[config.mk]
export PLATFORM = sky130hd
export DESIGN_NAME = apb_completer_regfile_flat
export DESIGN_NICKNAME = d
export VERILOG_FILES = /design/src/rtl/apb_completer_regfile_if.sv /design/src/rtl/apb_completer_regfile.sv /design/src/flat_wrapper.sv
export SDC_FILE = /design/constraint.sdc
export NUM_CORES = 1
export LEC_CHECK = 0
export ABC_CLOCK_PERIOD_IN_PS = 2550
export BUFFER_PORTS_ARGS = -buffer_cell sky130_fd_sc_hd__clkbuf_2
export CAP_MARGIN = 20
export CORE_ASPECT_RATIO = 1.75
export CORE_MARGIN = 10
export CORE_UTILIZATION = 60
export DETAILED_ROUTE_END_ITERATION = 7
export GPL_TIMING_DRIVEN = 0
export PLACE_DENSITY = 0.89
export SYNTH_ARGS = -nofsm -noshare
export SYNTH_HDL_FRONTEND = slang
export SYNTH_SLANG_ARGS = --single-unit
[constraint.sdc]
create_clock -name clk -period 2.55 [get_ports clk]
set_clock_uncertainty 0.15 [all_clocks]
set_input_delay 0.51 -clock clk [delete_from_list [all_inputs] [get_ports clk]]
set_output_delay 0.51 -clock clk [all_outputs]
set_load 0.01 [all_outputs]
[src/rtl/apb_completer_regfile_if.sv]
// APB bus bundle between a requester (master) and the register-file completer (slave).
interface apb_completer_regfile_if #(
    parameter int unsigned ADDR_W = 4,
    parameter int unsigned DATA_W = 8
);
    logic              psel;
    logic              penable;
    logic              pwrite;
    logic [ADDR_W-1:0] paddr;
    logic [DATA_W-1:0] pwdata;
    logic              pready;
    logic [DATA_W-1:0] prdata;
    logic              pslverr;

    modport master (
        output psel, penable, pwrite, paddr, pwdata,
        input  pready, prdata, pslverr
    );

    modport slave (
        input  psel, penable, pwrite, paddr, pwdata,
        output pready, prdata, pslverr
    );
endinterface

[src/rtl/apb_completer_regfile.sv]
// APB completer fronting a DEPTH-entry register file with WAIT_CYCLES wait states,
// range/stability error detection and a saturating error counter.
module apb_completer_regfile #(
    parameter int unsigned ADDR_W      = 4,
    parameter int unsigned DATA_W      = 8,
    parameter int unsigned DEPTH       = 12,
    parameter int unsigned WAIT_CYCLES = 1
) (
    input  logic                    clk,
    input  logic                    rstn,
    apb_completer_regfile_if.slave  apb,
    output logic [7:0]              err_cnt
);

    localparam int unsigned CNT_W = (WAIT_CYCLES > 0) ? $clog2(WAIT_CYCLES + 1) : 1;
    localparam logic [ADDR_W:0] DEPTH_L = (ADDR_W + 1)'(DEPTH);

    typedef enum logic {
        S_IDLE,
        S_ACCESS
    } state_e;

    state_e              state_q, state_d;
    logic [CNT_W-1:0]    cnt_q, cnt_d;
    logic [ADDR_W-1:0]   addr_q, addr_d;
    logic                wr_q, wr_d;
    logic                viol_q, viol_d;
    logic                pready_q, pready_d;
    logic                pslverr_q, pslverr_d;
    logic [DATA_W-1:0]   prdata_q, prdata_d;
    logic [7:0]          err_cnt_q;
    logic [DATA_W-1:0]   regs_q [DEPTH];

    logic                err_now_c;
    logic                err_nx_c;
    logic                we_c;
    logic                err_done_c;

    // Error status of the transfer currently held in ACCESS.
    assign err_now_c = viol_q | ({1'b0, addr_q} >= DEPTH_L);

    // Next-state logic: setup decode, wait countdown, abort and completion.
    always_comb begin : fsm_comb
        state_d    = state_q;
        cnt_d      = cnt_q;
        addr_d     = addr_q;
        wr_d       = wr_q;
        viol_d     = viol_q;
        we_c       = 1'b0;
        err_done_c = 1'b0;
        case (state_q)
            S_IDLE: begin
                if (apb.psel && !apb.penable) begin
                    addr_d  = apb.paddr;
                    wr_d    = apb.pwrite;
                    cnt_d   = CNT_W'(WAIT_CYCLES);
                    viol_d  = 1'b0;
                    state_d = S_ACCESS;
                end
            end
            S_ACCESS: begin
                if (!apb.psel || !apb.penable) begin
                    state_d = S_IDLE;
                    viol_d  = 1'b0;
                end else if (cnt_q != '0) begin
                    cnt_d = cnt_q - CNT_W'(1);
                    if ((apb.paddr != addr_q) || (apb.pwrite != wr_q)) begin
                        viol_d = 1'b1;
                    end
                end else begin
                    state_d    = S_IDLE;
                    viol_d     = 1'b0;
                    we_c       = wr_q && !err_now_c;
                    err_done_c = err_now_c;
                end
            end
            default: state_d = S_IDLE;
        endcase
    end

    // Response values for the coming cycle, so the bus outputs are plain flops.
    always_comb begin : resp_comb
        pready_d  = (state_d == S_ACCESS) && (cnt_d == '0);
        err_nx_c  = viol_d | ({1'b0, addr_d} >= DEPTH_L);
        pslverr_d = pready_d && err_nx_c;
        prdata_d  = '0;
        if (pready_d && !wr_d && !err_nx_c) begin
            for (int i = 0; i < int'(DEPTH); i++) begin
                if (addr_d == ADDR_W'(i)) begin
                    prdata_d = regs_q[i];
                end
            end
        end
    end

    always_ff @(posedge clk or negedge rstn) begin : ctrl_ff
        if (!rstn) begin
            state_q   <= S_IDLE;
            cnt_q     <= '0;
            addr_q    <= '0;
            wr_q      <= 1'b0;
            viol_q    <= 1'b0;
            pready_q  <= 1'b0;
            pslverr_q <= 1'b0;
            prdata_q  <= '0;
            err_cnt_q <= '0;
        end else begin
            state_q   <= state_d;
            cnt_q     <= cnt_d;
            addr_q    <= addr_d;
            wr_q      <= wr_d;
            viol_q    <= viol_d;
            pready_q  <= pready_d;
            pslverr_q <= pslverr_d;
            prdata_q  <= prdata_d;
            if (err_done_c && (err_cnt_q != 8'hFF)) begin
                err_cnt_q <= err_cnt_q + 8'd1;
            end
        end
    end

    // Register file; pwdata is taken on the completing edge.
    always_ff @(posedge clk or negedge rstn) begin : regs_ff
        if (!rstn) begin
            for (int i = 0; i < int'(DEPTH); i++) begin
                regs_q[i] <= '0;
            end
        end else begin
            for (int i = 0; i < int'(DEPTH); i++) begin
                if (we_c && (addr_q == ADDR_W'(i))) begin
                    regs_q[i] <= apb.pwdata;
                end
            end
        end
    end

    assign apb.pready  = pready_q;
    assign apb.pslverr = pslverr_q;
    assign apb.prdata  = prdata_q;
    assign err_cnt     = err_cnt_q;

endmodule
[src/flat_wrapper.sv]
// flat-port wrapper written by rule: the top's interface ports become plain ports
module apb_completer_regfile_flat 
#(
    parameter int unsigned ADDR_W      = 4,
    parameter int unsigned DATA_W      = 8,
    parameter int unsigned DEPTH       = 12,
    parameter int unsigned WAIT_CYCLES = 1
)
  (clk, rstn, err_cnt, apb_psel, apb_penable, apb_pwrite, apb_paddr, apb_pwdata, apb_pready, apb_prdata, apb_pslverr);
  apb_completer_regfile_if #(.ADDR_W(ADDR_W), .DATA_W(DATA_W)) apb_i ();
  input  logic clk;
  input  logic rstn;
  output logic [7:0] err_cnt;
  input wire logic [$bits(apb_i.psel)-1:0] apb_psel;
  input wire logic [$bits(apb_i.penable)-1:0] apb_penable;
  input wire logic [$bits(apb_i.pwrite)-1:0] apb_pwrite;
  input wire logic [$bits(apb_i.paddr)-1:0] apb_paddr;
  input wire logic [$bits(apb_i.pwdata)-1:0] apb_pwdata;
  output wire logic [$bits(apb_i.pready)-1:0] apb_pready;
  output wire logic [$bits(apb_i.prdata)-1:0] apb_prdata;
  output wire logic [$bits(apb_i.pslverr)-1:0] apb_pslverr;
  assign apb_i.psel = apb_psel;
  assign apb_i.penable = apb_penable;
  assign apb_i.pwrite = apb_pwrite;
  assign apb_i.paddr = apb_paddr;
  assign apb_i.pwdata = apb_pwdata;
  assign apb_pready = apb_i.pready;
  assign apb_prdata = apb_i.prdata;
  assign apb_pslverr = apb_i.pslverr;
  apb_completer_regfile #(.ADDR_W(ADDR_W), .DATA_W(DATA_W), .DEPTH(DEPTH), .WAIT_CYCLES(WAIT_CYCLES)) u_core (.clk(clk), .rstn(rstn), .apb(apb_i), .err_cnt(err_cnt));
endmodule
==> qor.txt <==
status: finished, violations left
failing checks: setup timing
slew margin rel.: 0.3520
core area: 10240 um^2
metal2 WL: 10360 um
Syn Std Cell Area: 6284 um^2
global-route wire length before repair: 31480 um
1st-iter DRT viols: 690
pwr/cell area: 724.8 nW/um^2
cell total after placement: 715
Post-DP HPWL: 12660 um
Final Max Tran Viols: 0
syn_nets: 573
total track usage: 0.2666
Post-synth ARST share: 1.000
worst r2r path cells: 6
max-cap viol count: 0
CTS tree: built
nets@finish: 652
Filler Cell Count: 564
most common cell after layout, fill and taps aside: dfrtp_1
post-synth top area share: 0.4859
Gate Count Post-Synth: 555
met3 wire length: 1614 um
Crit path largest cell delay: 0.55 ns
total gr overflow: 0
data required time of the worst path: 2.69 ns
CP Class: flip-flop to flip-flop
CP Cell Sequence: or3b_4, buf_12, mux2_4, a222oi_1, nor4b_4, o41ai_2
CTS clock-pin slew for the worst setup and hold paths: 0.07 ns
Synth Register Bits: 122
minimum clock period: 2.743 ns
top area cells in the synthesized netlist: dfrtp_1 (49%), mux2_2 (18%), nand2_1 (2.4%), o21ai_0 (2.2%), nor2_1 (2.0%)
buffers added on ports: 33
CTS H-tree depth: 4
Layout Area Growth over Synthesis: 25.89%
crit path launch type: flip-flop
pre-CTS setup slack: -0.7120 ns
largest area contributor in the netlist: dfrtp_1
register area share after synthesis: 0.4859
clk sinks: 122
r2r endpoint: u_core.apb.prdata[3]$_DFF_PN0_
worst-path fanout max: 7
WL met1: 6900 um
initial antenna violation count: 0
Post-synth EDFFs: 0
final antenna-violating net count: 0
wire length per cell: 26.80 um
vias in the first global route: 5523
# diodes: 0
Slew @ Worst Pin: 0.9721 ns
reg2reg start: u_core.state_q$_DFF_PN0_
R2R setup slack: -0.19 ns
crit path capture: u_core.apb.prdata[3]$_DFF_PN0_
RSZ-0062 raised after global routing: true
final hold viol count: 0
Max VDD drop: 0.6108 mV
non-filler cells, final: 774
Clock Latency Late Sink: 0.42 ns
commonest non-fill, non-tap cells in the layout: dfrtp_1 (120), mux2_2 (96), nand2_1 (39), clkbuf_2 (34), buf_4 (33)
Max Freq: 0.3646 GHz
Core Util, Final: 0.7726
DR DRC count: 0
Initial Util: 0.6137
largest net degree at the start of global routing: 123
Critical path origin: u_core.state_q$_DFF_PN0_
routed vias: 5407
# IOs: 35
num rows: 49
Die Y: 155.4 um
post-synth cell types: 67
Hold WS: 0.05890 ns
Clk Tree Root Cell: clkbuf_16
Critical-path top delay cell: a222oi_1
final setup fails: 7
uppermost layer routed: met4
die area: 15130 um^2
Synth Flop Type: dfrtp_1
drt pass-1 iters: 8
syn avg cell area: 11.32 um^2
crit end category: flip-flop
drt via density: 6.986
synth warn: 0
P_leak: 3.677 nW
min-delay worst type: input pin to asynchronous set/reset pin
cts bufs inserted: 17
clk buf depth: 2
fin crit share: 1.076
routed wire length: 20740 um
setup ws final: -0.1931 ns
die span in x: 97.36 um
Final GP Congestion: 0.9996
share of cells above drive strength 1: 0.4328
Arr. time, crit path: 2.89 ns
-- cells by family after synthesis --
family / synth area share
mux: 0.2039
buf+inv: 0.03564
flops: 0.4859
xor+xnor: 0.01673
compound gates: 0.1147
simple gates: 0.1412
fa+ha+maj: 0.001991
-- per-stage QoR --
stage	TNS, ns	power [W]	area [um^2]
finish	-0.6055	0.005733	7910
global route	-1.058	0.005871	7910
CTS	-0.03203	0.005575	7682
detailed placement	-14.71	0.002790	6616
global placement	-113.46	0.002770	6608
floorplan	0	0.002510	6284
-- worst min path at each step --
stage	start	endpoint	slack (ns)	cells past startpoint
final	rstn	u_core.err_cnt[6]$_DFFE_PN0P_	0.06	1
after floorplan	rstn	u_core.addr_q[0]$_DFF_PN0_	0.06	0
after CTS	rstn	u_core.addr_q[2]$_DFF_PN0_	0.14	1
after global placement	u_core.regs_q[69]$_DFFE_PN0P_	u_core.regs_q[69]$_DFFE_PN0P_	0.34	1
after detailed placement	u_core.regs_q[95]$_DFFE_PN0P_	u_core.regs_q[95]$_DFFE_PN0P_	0.34	1
after global routing	rstn	u_core.err_cnt[6]$_DFFE_PN0P_	0.14	1
-- layout make-up --
| cell class | count | area, um^2 | share of cell area |
|---|---|---|---|
| plain buffers | 31 | 187.7 | 0.02373 |
| clock inverters | 14 | 216.5 | 0.02736 |
| repair buffers | 63 | 427.9 | 0.05410 |
| multi-input cells | 384 | 3368 | 0.4258 |
| clock buffers | 18 | 439.2 | 0.05552 |
| flip-flops and latches | 122 | 3055 | 0.3863 |
| well taps | 127 | 158.9 | 0.02009 |
| inverters | 15 | 56.30 | 0.007118 |
-- report_power, final --
| group | switching (W) | total, W | leakage [nW] | internal (W) |
|---|---|---|---|---|
| logic | 0.000665 | 0.00102 | 1.68 | 0.000355 |
| registers | 0.0000524 | 0.00203 | 1.67 | 0.00197 |
| clock network | 0.000922 | 0.00269 | 0.321 | 0.00176 |
-- per-layer routing --
| layer | up-vias | track usage |
|---|---|---|
| li1 | 2192 | - |
| met1 | 2649 | 0.2788 |
| met2 | 420 | 0.4541 |
| met3 | 146 | 0.06120 |
| met4 | 0 | 0.2010 |
| met5 | - | 0 |
-- critical path, delay by kind of cell, from the launching register on --
kind            cells  cell delay [ns]
compound gates      2             0.66
buf+inv             1             0.16
flops               1             0.45
mux                 1             0.35
simple gates        2             0.85
-- cells in the mapped netlist (all sizes together), types with 3 or more instances --
master   count
nand3b       6
buf         21
nor4         6
inv         15
a31oi        3
nand3       10
nor3b        6
nor4bb       4
nor4b        9
o2111ai      3
a22oi        8
dfrtp      122
a2111oi      4
o41ai        4
a222oi       4
o22ai        4
nand2b       7
mux2i       13
mux2        99
xor2         6
nor2        39
nor3        16
a21oi       24
a211oi       3
a22o         5
o21ai       28
clkbuf      13
xnor2        6
nand2       40
-- flip-flops by register name (all words and copies together), names as in the netlist, 4 cells and up --
register	cells
u_core.regs_q	96
u_core.apb.prdata	8
u_core.err_cnt	8
u_core.addr_q	4
-- timing repair --
item / 4_1_cts / 5_1_grt
setup buffers: 18 / 12
setup endpoints to repair: 86 / 70
gates resized for setup: 51 / 41
pin swaps: 10 / 13
hold buffers: 0 / 0
Note: power is estimated with default switching activity, not from simulation.
